### config.mk
export PLATFORM = sky130hd
export DESIGN_NAME = alu_chain_sequencer
export DESIGN_NICKNAME = d
export VERILOG_FILES = /design/src/rtl/alu_chain_sequencer.sv
export SDC_FILE = /design/constraint.sdc
export NUM_CORES = 1
export LEC_CHECK = 0
export ABC_CLOCK_PERIOD_IN_PS = 3550
export CORE_MARGIN = 3
export CORE_UTILIZATION = 43
export CTS_BUF_LIST = sky130_fd_sc_hd__clkbuf_16
export DETAILED_ROUTE_END_ITERATION = 10
export PLACE_DENSITY = 0.76
export REMOVE_ABC_BUFFERS = 1
export SLEW_MARGIN = 20
export SYNTH_ARGS = -nofsm -noshare
export SYNTH_HDL_FRONTEND = slang
export SYNTH_SLANG_ARGS = --single-unit
### constraint.sdc
create_clock -name Clk -period 3.55 [get_ports Clk]
set_clock_uncertainty 0.2 [all_clocks]
set_input_delay 0.71 -clock Clk [delete_from_list [all_inputs] [get_ports Clk]]
set_output_delay 0.71 -clock Clk [all_outputs]
set_load 0.01 [all_outputs]
### src/rtl/alu_chain_sequencer.sv
// rtl/alu_chain_sequencer.sv - issues multi-word operations to a single-word ALU, LS word first
module alu_chain_sequencer #(
  parameter int DataWidth = 8,
  parameter int Words     = 4,
  parameter int FlagBits  = 4
) (
  input  logic                       Clk,
  input  logic                       Reset,
  input  logic                       Start,
  input  logic [3:0]                 Op,
  input  logic                       CarryIn,
  input  logic [DataWidth*Words-1:0] OpA,
  input  logic [DataWidth*Words-1:0] OpB,
  output logic [DataWidth-1:0]       AluA,
  output logic [DataWidth-1:0]       AluB,
  output logic [3:0]                 AluFuncOp,
  output logic [FlagBits-1:0]        AluIFlags,
  input  logic [DataWidth-1:0]       AluY,
  input  logic [FlagBits-1:0]        AluOFlags,
  output logic [DataWidth*Words-1:0] Result,
  output logic [FlagBits-1:0]        Flags,
  output logic                       Busy,
  output logic                       Done,
  output logic                       Err
);
  localparam logic [3:0] AddOp = 4'd0;
  localparam logic [3:0] SubOp = 4'd1;
  localparam logic [3:0] AndOp = 4'd2;
  localparam logic [3:0] OrOp  = 4'd3;
  localparam logic [3:0] XorOp = 4'd4;
  localparam logic [3:0] NotOp = 4'd5;
  localparam int FlagV = 3;
  localparam int FlagN = 2;
  localparam int FlagC = 1;
  localparam int FlagZ = 0;
  localparam int IdxW  = (Words > 1) ? $clog2(Words) : 1;

  typedef enum logic [1:0] {IDLE, RUN, DONE} state_t;

  state_t                state, state_nx;
  logic [DataWidth-1:0]  a_q   [Words];
  logic [DataWidth-1:0]  b_q   [Words];
  logic [DataWidth-1:0]  res_q [Words];
  logic [3:0]            op_q;
  logic                  cin_q;
  logic                  zacc_q;
  logic [IdxW-1:0]       idx_q;
  logic [FlagBits-1:0]   flags_q;
  logic                  err_q;
  logic                  accept;
  logic                  supported;
  logic                  last_word;
  logic                  arith_q;

  assign supported = (Op == AddOp) || (Op == SubOp) || (Op == AndOp) ||
                     (Op == OrOp)  || (Op == XorOp) || (Op == NotOp);
  assign accept    = Start && (state != RUN);
  assign last_word = (idx_q == IdxW'(Words - 1));
  assign arith_q   = (op_q == AddOp) || (op_q == SubOp);

  always_comb begin
    state_nx = state;
    case (state)
      IDLE, DONE: begin
        if (accept) state_nx = supported ? RUN : DONE;
        else        state_nx = IDLE;
      end
      RUN:     if (last_word) state_nx = DONE;
      default: state_nx = IDLE;
    endcase
  end

  always_ff @(posedge Clk or posedge Reset) begin
    if (Reset) state <= IDLE;
    else       state <= state_nx;
  end

  always_ff @(posedge Clk or posedge Reset) begin
    if (Reset) begin
      for (int i = 0; i < Words; i++) begin
        a_q[i]   <= '0;
        b_q[i]   <= '0;
        res_q[i] <= '0;
      end
      op_q    <= '0;
      cin_q   <= 1'b0;
      zacc_q  <= 1'b0;
      idx_q   <= '0;
      flags_q <= '0;
      err_q   <= 1'b0;
    end else begin
      err_q <= 1'b0;
      if (accept) begin
        for (int i = 0; i < Words; i++) begin
          a_q[i] <= OpA[i*DataWidth +: DataWidth];
          b_q[i] <= OpB[i*DataWidth +: DataWidth];
        end
        op_q   <= Op;
        cin_q  <= (Op == AddOp) ? CarryIn : (Op == SubOp);
        idx_q  <= '0;
        zacc_q <= 1'b1;
        err_q  <= !supported;
      end else if (state == RUN) begin
        res_q[idx_q] <= AluY;
        cin_q        <= AluOFlags[FlagC];
        zacc_q       <= zacc_q & AluOFlags[FlagZ];
        idx_q        <= idx_q + 1'b1;
        if (last_word) begin
          flags_q        <= '0;
          flags_q[FlagV] <= AluOFlags[FlagV];
          flags_q[FlagN] <= AluOFlags[FlagN];
          flags_q[FlagC] <= arith_q & AluOFlags[FlagC];
          flags_q[FlagZ] <= zacc_q & AluOFlags[FlagZ];
        end
      end
    end
  end

  // Subtract is issued as A + ~B + carry so the borrow chains through the ALU's add path.
  always_comb begin
    AluA      = '0;
    AluB      = '0;
    AluIFlags = '0;
    AluFuncOp = op_q;
    if (state == RUN) begin
      AluA = a_q[idx_q];
      AluB = (op_q == SubOp) ? ~b_q[idx_q] : b_q[idx_q];
      if (op_q == SubOp) AluFuncOp = AddOp;
      AluIFlags[FlagC] = arith_q & cin_q;
    end
  end

  for (genvar g = 0; g < Words; g++) begin : g_result
    assign Result[g*DataWidth +: DataWidth] = res_q[g];
  end

  assign Flags = flags_q;
  assign Busy  = (state == RUN);
  assign Done  = (state == DONE);
  assign Err   = err_q;
endmodule
==> results of run 1 <==
[cells in the mapped netlist, drive strengths merged]
cell type / n / area (um^2)
clkbuf: 3 / 11.3
mux2i: 8 / 80.1
mux2: 102 / 1180
o22ai: 1 / 6.26
o31ai: 1 / 7.51
dfrtp: 111 / 2780
nand3: 1 / 5.00
a21o: 1 / 7.51
nand2b: 4 / 25.0
conb: 1 / 3.75
nand3b: 1 / 7.51
nor2: 4 / 15.0
ha: 4 / 50.1
buf: 18 / 148
and3: 1 / 6.26
a31oi: 1 / 6.26
a21oi: 2 / 10.0
mux4: 16 / 360
nor3: 1 / 5.00
nand2: 10 / 52.6
o21ai: 5 / 25.0
inv: 4 / 15.0
or3: 1 / 6.26
and2: 8 / 50.1
nor4b: 1 / 8.76
nor2b: 1 / 6.26
a21boi: 1 / 7.51
[worst paths after layout]
path                                 startpoint                      to  slack, ps  cells past startpoint
setup reg to reg           state[1]$_DFFE_PP0P_      a_q[0]$_DFFE_PP0P_       1390                      4
setup / recovery           idx_q[0]$_DFFE_PP0P_                 AluB[0]        350                      4
max in group asynchronous                 Reset  Result[31]$_DFFE_PP0P_       2070                      3
hold reg to reg            Flags[0]$_DFFE_PP0P_    Flags[0]$_DFFE_PP0P_        300                      2
min in group asynchronous                 Reset    Flags[3]$_DFFE_PP0P_        420                      2
hold / removal             Flags[0]$_DFFE_PP0P_    Flags[0]$_DFFE_PP0P_        300                      2
[sequential cells by signal, indices dropped and copies added, names as in the netlist]
register	count
cin_q	1
state	2
Flags	4
Result	32
op_q	4
zacc_q	1
idx_q	2
b_q	32
Err	1
a_q	32
[repair_timing]
action	in CTS	in global routing
buffers inserted	0	0
resized for setup	0	1
hold buffers	0	0
setup endpoints to repair	0	1
[per-stage QoR]
step | setup slack (ps) | cells
after floorplan | -291 | 293
after global placement | 687 | 583
after detailed placement | 609 | 583
after CTS | 234 | 599
after global routing | 137 | 599
final | 348 | 599
[per-layer routing]
layer / up-vias / GRT usage (%)
li1: 1398 / -
met1: 1547 / 22.2
met2: 108 / 27.7
met3: 12 / 5.12
met4: 0 / 5.05
met5: - / 0
[final cells by class]
cell class,instances,area share [%]
clock buffer,9,3.36
tap,140,2.62
inverter,4,0.262
multi-input combinational,178,29.1
timing repair buffer,150,22.5
clock inverter,7,0.673
sequential,111,41.5
[where the power goes]
group	total [W]	internal, W	switching (W)
combinational	0.00246	0.00155	0.000916
sequential	0.00215	0.00184	0.000302
clock	0.000933	0.000477	0.000455
[worst max-delay path, delay by kind of cell, from the launching register on]
kind	cells	cell delay, ps
flip-flops	1	350
buffers and inverters	2	860
multiplexers	2	760
[kinds of logic (layout without fill, tap and decap cells)]
| logic type | after synthesis | in the layout | synth area share (%) |
|---|---|---|---|
| compound gates | 12 | 12 | 1.43 |
| fa+ha+maj | 4 | 4 | 1.02 |
| buf+inv | 25 | 170 | 3.56 |
| flops | 111 | 111 | 56.9 |
| mux | 126 | 126 | 33.2 |
| other cells | 1 | 3 | 0.0768 |
| simple gates | 33 | 33 | 3.84 |
==> summary.md, run 1 <==
The critical path is of the reg -> out type. Relative max-transition margin: 54.3%. The routed design uses 868 um of met3 wire. For the number of clock sinks, the log shows 111. The run gives 4.29 mm as the routed metal-1 wirelength.

The via count of the first global-routing pass is 3,326, and the core outline area is 0.0110 mm^2. Clock latency on the worst-skew pair, taken at its later pin, is 330 ps. STA classifies the critical path startpoint as a flop. The count of buffers added on input and output ports is 143.

The number of detailed-route iterations in the first pass was 4. The number of clock buffers added by TritonCTS is 9. The post-route cell area is 0.00670 mm^2, and the post-detailed-route DRC marker count is 0. After detailed routing, the average wire length per cell comes to 17.4 um. The floorplan step defined a die boundary enclosing 0.0127 mm^2. The final hold violation count came out at 0. Summed over all failing endpoints, the final setup total negative slack is 0 ps. The power density over the cells is 828 mW/mm^2, and the area of the multi-input gates is 0.00195 mm^2. Once the floorplan was initialized, standard cells occupied 44.5% of the core. Once placement finished, the instance area stood at 0.00642 mm^2. The tools report the leakage power summed over all cells as 2.78 nW. The highest metal layer used by the detailed router was met4.

The global-route wire length before repair is 17.2 mm. Hold timing on the final database bottoms out at a slack of 298 ps. Cells fill 61.0% of the core in the end.

The flop and latch count out of synthesis was 111. The per-cell via count in the routed design works out to 5.12. Of the synthesized area, sequential elements account for 56.9%.

The clock passes through at most 2 buffers. The clock transition at the registers of the reported paths came out at 70 ps. The die is 113 um tall. The cell count after synthesis is 312, and the placer congestion estimate is 0.825. The tool flagged a number of max-cap violations equal to 0.

The post-detailed-route count of antenna-violating nets came out at 0. After layout, the minimum clock period comes to 3200 ps. The total via count in the routed design came out at 3,065. Iteration-0 DRC count of the detailed router: 112.

A synthesized cell averages 15.7 um^2. The worst-case IR drop observed on VDD is 0.401 mV. The arrival time at the worst endpoint is 2290 ps.

The slew of the pin with the lowest slew margin is 683 ps. Leading cell type in the layout, fill and taps excluded: sky130_fd_sc_hd__clkdlybuf4s50_1. The post-route netlist has 31.6% of its cells at a drive strength greater than 1. Relative to the synthesized area, the layout overhead comes to 37.1%.

The part of the cycle the worst path needs came out at 90.2%. In the layout the commonest cells are sky130_fd_sc_hd__clkdlybuf4s50_1, sky130_fd_sc_hd__dfrtp_1, sky130_fd_sc_hd__mux2_2. Traced cell by cell, the critical path runs through buf_4, mux4_2, mux2i_1, clkdlybuf4s50_1. Global routing used 17.0% of the available tracks across all layers. After filler insertion, the fill cell instance count of the layout stands at 883.

TritonCTS built the clock tree. The width of the die came out at 113 um. The run finished with clean final reports. The final layout contains routed wiring with a total length of 10.4 mm. For this run, the post-layout net count is 542. The number of antenna violations at the first check in global routing was 0; the mapped cell area was 0.00489 mm^2.

The synthesized netlist contains 34 unique library cells. The count of inserted antenna diode cells came out at 0. The run gives 5.14 mm as the sum of met2 wire segment lengths after detailed routing. The tools report the number of primary I/O pins as 147. Data on the critical path is required at its endpoint by 2640 ps. Setup repair after global routing left no endpoint under its margin. Type of destination of the critical path: a primary output. For the final HPWL from detailed placement, the log shows 7.69 mm. Along the worst path, the maximum fanout reaches 15.

Setup violations remaining at the end of the flow were counted as 0. The final global-route overflow total is 0. The H-tree generated during clock tree synthesis spans 3 levels.

Class of the tightest hold or removal check: reg -> reg. The floorplan has 38 rows. The cell at the root of the clock tree was sky130_fd_sc_hd__clkbuf_16. The final number of max-transition violations is 0.

The cell with the biggest individual delay on the critical path is sky130_fd_sc_hd__mux4_2. The tools report the pin count of the biggest net entering global routing as 68. Derived from the worst setup path, the maximum achievable clock frequency is 312 MHz. Overall power consumption after layout is estimated at 0.00554 W. The tools report the synthesis warning total as 0.

On the worst path, the slowest cell contributes a delay of 570 ps. The run gives 0.00278 mm^2 as the register area.
(Power assumes the default switching activity.)
==> run 2: changes to the inputs <==
- SLEW_MARGIN: 20 -> 0
==> results of run 2 <==
Final layout, timing and power as in run 1 (identical DEF).
